**src/rtl/cpu_timing_pkg.sv**
```systemverilog
// Shared timing definitions for the 6502 T-state generator: controller modes,
// index width and default instruction-timing limits.
package cpu_timing_pkg;

    localparam int TSTATE_W        = 3;
    localparam int MAX_T_DEF       = 6;
    localparam int BOOT_CYCLES_DEF = 7;

    typedef enum logic [1:0] {
        ST_BOOT = 2'd0,
        ST_RUN  = 2'd1,
        ST_HALT = 2'd2
    } tgen_state_e;

endpackage

```
**src/rtl/cpu_tstate_gen.sv**
```systemverilog
// 6502 instruction-cycle timing generator: boot delay after reset, T0..MAX_T
// sequencing with RDY stall, end-of-instruction restart and overrun trap.
module cpu_tstate_gen
    import cpu_timing_pkg::*;
#(
    parameter int MAX_T       = MAX_T_DEF,
    parameter int BOOT_CYCLES = BOOT_CYCLES_DEF
) (
    input  logic                clk,
    input  logic                rst,
    input  logic                rdy,
    input  logic                t_reset,
    output logic [TSTATE_W-1:0] tstate,
    output logic                sync,
    output logic                boot,
    output logic                t_err
);

    localparam logic [TSTATE_W-1:0] T_LAST    = TSTATE_W'(MAX_T);
    localparam logic [3:0]          BOOT_LAST = 4'(BOOT_CYCLES - 1);

    tgen_state_e         state_q, state_d;
    logic [TSTATE_W-1:0] tstate_q, tstate_d;
    logic [3:0]          boot_cnt_q, boot_cnt_d;

    always_comb begin
        // NOTE: every signal gets its hold value first so no path can infer a latch.
        state_d    = state_q;
        tstate_d   = tstate_q;
        boot_cnt_d = boot_cnt_q;

        if (rdy) begin
            case (state_q)
                ST_BOOT: begin
                    tstate_d = '0;
                    if (boot_cnt_q == BOOT_LAST) begin
                        state_d    = ST_RUN;
                        boot_cnt_d = '0;
                    end else begin
                        boot_cnt_d = boot_cnt_q + 4'd1;
                    end
                end
                ST_RUN: begin
                    // Overrun traps instead of incrementing, so 7 never wraps to 0.
                    if (t_reset) begin
                        tstate_d = '0;
                    end else if (tstate_q == T_LAST) begin
                        state_d = ST_HALT;
                    end else begin
                        tstate_d = tstate_q + 1'b1;
                    end
                end
                ST_HALT: ;
                default: begin
                    state_d    = ST_BOOT;
                    tstate_d   = '0;
                    boot_cnt_d = '0;
                end
            endcase
        end
    end

    always_ff @(posedge clk) begin
        // NOTE: state registers use non-blocking assignments so all flops update together.
        if (rst) begin
            state_q    <= ST_BOOT;
            tstate_q   <= '0;
            boot_cnt_q <= '0;
        end else begin
            state_q    <= state_d;
            tstate_q   <= tstate_d;
            boot_cnt_q <= boot_cnt_d;
        end
    end

    assign tstate = tstate_q;
    assign sync   = (state_q == ST_RUN) && (tstate_q == '0);
    assign boot   = (state_q == ST_BOOT);
    assign t_err  = (state_q == ST_HALT);

endmodule

```
**config.mk**
```make
export PLATFORM = sky130hd
export DESIGN_NAME = cpu_tstate_gen
export DESIGN_NICKNAME = d
export VERILOG_FILES = /design/src/rtl/cpu_timing_pkg.sv /design/src/rtl/cpu_tstate_gen.sv
export SDC_FILE = /design/constraint.sdc
export NUM_CORES = 1
export LEC_CHECK = 0
export ABC_AREA = 1
export BUFFER_PORTS_ARGS = -buffer_cell sky130_fd_sc_hd__buf_2
export CORE_AREA = 8 8 45 47
export DETAILED_ROUTE_END_ITERATION = 6
export DIE_AREA = 0 0 53 55
export PLACE_DENSITY = 0.7
export REMOVE_ABC_BUFFERS = 1
export SLEW_MARGIN = 15
export SYNTH_ARGS = -nofsm -noshare
export SYNTH_HDL_FRONTEND = slang
export SYNTH_SLANG_ARGS = --single-unit
```
**constraint.sdc**
```tcl
create_clock -name clk -period 1.9 [get_ports clk]
set_input_delay 0.095 -clock clk [delete_from_list [all_inputs] [get_ports clk]]
set_output_delay 0.095 -clock clk [all_outputs]
set_load 0.02 [all_outputs]
```
==> results.yml <==
route:
  via_count: 559
  drc: 0
  drt-initial-drc-count: 21
  wl_per_cell_um: 9.83
  wl_mm: 1.16
  drt_pre_antenna_iters: 4
  viasPerCell: 4.74
  drtAntennaViolNets: 0
power_and_ir_drop:
  powerDensity_nw_per_um2: 721
  power_leakage_uw: 0.000347
  max-vdd-ir-drop_uv: 286
place:
  io_buffers: 9
  gp_congestion: 0.819
  dp_hpwl_um: 910
  post-place-ws_ps: 477
  dpl.cell_count: 114
synthesis:
  ys_types: 14
  ys_seq_elements: 9
  synthesis.area_um2: 583
  avgSynthCellArea_um2: 6.55
  yosysWarnings: 0
  ys_seq_area_frac: 0.309
  syn_inst: 89
worst_setup_path:
  critPathRequiredTime_ps: 2050
  cp.arrival_ps: 1600
  cpLargestDelayFamily: "simple AND/OR/NAND/NOR gates"
  critPathMaxStageDelay_ps: 380
  path_common_cell: "inv_1"
  critPathLaunchType: "flop"
  cp_cell_sequence: "inv_1 -> ha_1 -> inv_1 -> nand2_1 -> nor2_2 -> nand2_2 -> o21ai_0 -> nor2_1"
  cp_num_buf_inv: 2
  crit_slowest_cell: "dfxtp_1"
  cp-end-kind: "flop"
  crit_type: "flop to flop"
  crit_path_max_fanout: 4
cts:
  clock_path_buffers: 2
  cts_buffers: 3
  clock_latency_ps: 270
  holdBufCountCts: 0
  cts-htree-levels: 1
  cts.repair.resized: 0
  tritoncts: "yes"
  cts-root-buf: "clkbuf_4"
  cts_setup_buffers: 0
  clock_sinks: 9
  clkSlewWorstSetupHoldPaths_ps: 60
sta:
  fmax_ghz: 0.692
  timing.final.ws_setup_ps: 455
  rsz0062_at_grt: "no"
  worstMarginPinSlew_ps: 206
  slew_headroom: 0.863
  setup_viol: 0
  period_needed_ps: 1440
  skew_ps: 5.52
  maxSlewViolCount: 0
  fin_crit_sh: 0.760
  hold_violations: 0
  finalSetupTns_ps: 0
status:
  status: "finished clean"
floorplan:
  core-area_um2: 1380
  fp.dieW_um: 53
  initial_core_util: 0.421
  rows: 14
  num_io_pins: 10
  die-area_um2: 2920
  die_h_um: 55
finish:
  fin_nets: 114
  drive_gt1_frac: 0.157
  seq_area_um2: 180
  multi_input_area_um2: 332
  instances_no_fill: 118
  diodes: 0
  syn2layout_area_growth_pct: 15.7
  fillers: 156
grt:
  gr-total-overflow: 0
  globalRouteMet1Util: 0.102
  grt_pass1_vias: 535
  met3_usage: 0.0348
  grt_max_degree: 8
  grt_antenna_before_repair: 0
  grt_busiest_layer: "met2"
  grtUsageMet2: 0.150
  grt_use_total: 0.0942
  grt_pass1_wl_mm: 2.06
worst_hold_path:
  min-delay-path-class: "input port to flop"
flow_run:
  drv_cap: 0
-- power breakdown --
group	switching (uW)	internal [uW]	total [uW]
Sequential	13.4	203	216
Combinational	77.0	41.5	119
Clock	70.7	81.1	152
Total	161	325	486
-- cells in the final DEF, fill, tap and decap left out, types with 2 or more instances in the layout --
cell type	netlist	routed
a21oi_1	7	7
nor2_1	15	15
inv_1	19	19
o21ai_0	6	6
buf_2	0	9
dfxtp_1	9	9
nand2_1	15	15
nor2_2	2	2
ha_1	7	7
clkbuf_4	0	3
nor3_1	2	2
nand3_1	3	3
-- per-layer routing --
| layer | share of wire | vias to the layer above |
|---|---|---|
| met3 | 0.076 | 4 |
| met4 | 0.028 | 0 |
| met5 | 0 | - |
| met2 | 0.41 | 11 |
| met1 | 0.49 | 246 |
| li1 | - | 298 |
-- worst min-delay path: stages --
cell and delay, ps:
buf_2 90, nor2_1 40, o21ai_0 60, nor2_1 40
-- final timing paths --
| check | startpoint | endpoint | slack, ps | cells after the start |
|---|---|---|---|---|
| worst max-delay path | state_q[0]$_SDFFE_PP0P_ | boot_cnt_q[3]$_SDFFE_PP0P_ | 460 | 8 |
| worst min-delay path | rst | boot_cnt_q[1]$_SDFFE_PP0P_ | 90 | 4 |
| worst max register to register | state_q[0]$_SDFFE_PP0P_ | boot_cnt_q[3]$_SDFFE_PP0P_ | 460 | 8 |
| worst min register to register | state_q[1]$_SDFFE_PP0P_ | state_q[1]$_SDFFE_PP0P_ | 510 | 2 |
-- cell families after synthesis --
| kind of cell | synth area share |
|---|---|
| DFF | 0.309 |
| buffers and inverters | 0.122 |
| adders and majority gates | 0.150 |
| and+or+nand+nor | 0.298 |
| AOI/OAI and AO/OA | 0.120 |
-- registers in the layout (all words and copies together) (netlist names) --
| name | count |
|---|---|
| state_q | 2 |
| boot_cnt_q | 4 |
| tstate | 3 |
-- cell usage after synthesis --
master   count  area share
a21oi_1      7       0.060
dfxtp_1      9        0.31
ha_1         7        0.15
inv_1       19        0.12
nand2_1     15       0.097
nand2_2      1       0.011
nand3_1      3       0.026
nand4_1      1       0.011
nor2_1      15       0.097
nor2_2       2       0.021
nor2_4       1       0.019
nor3_1       2       0.017
o21ai_0      6       0.052
o21ai_1      1      0.0086
-- area by class of cell --
| cell class | count | share of cell area |
|---|---|---|
| Multi-Input combinational cell | 61 | 0.492 |
| Sequential cell | 9 | 0.267 |
| Inverter | 19 | 0.106 |
| Timing Repair Buffer | 9 | 0.0668 |
| Clock buffer | 4 | 0.0390 |
| Tap cell | 16 | 0.0297 |
-- stage by stage --
stage               area, um^2  total power [uW]   util  hold WS, ps
detailed placement         648               340  0.468          379
floorplan                  583               309      -          258
global placement           648               338  0.468          378
finish                     674               486  0.487         93.9
global route               674               518  0.487          119
CTS                        674               490  0.487          101
Power figures use the tool's default switching activity.
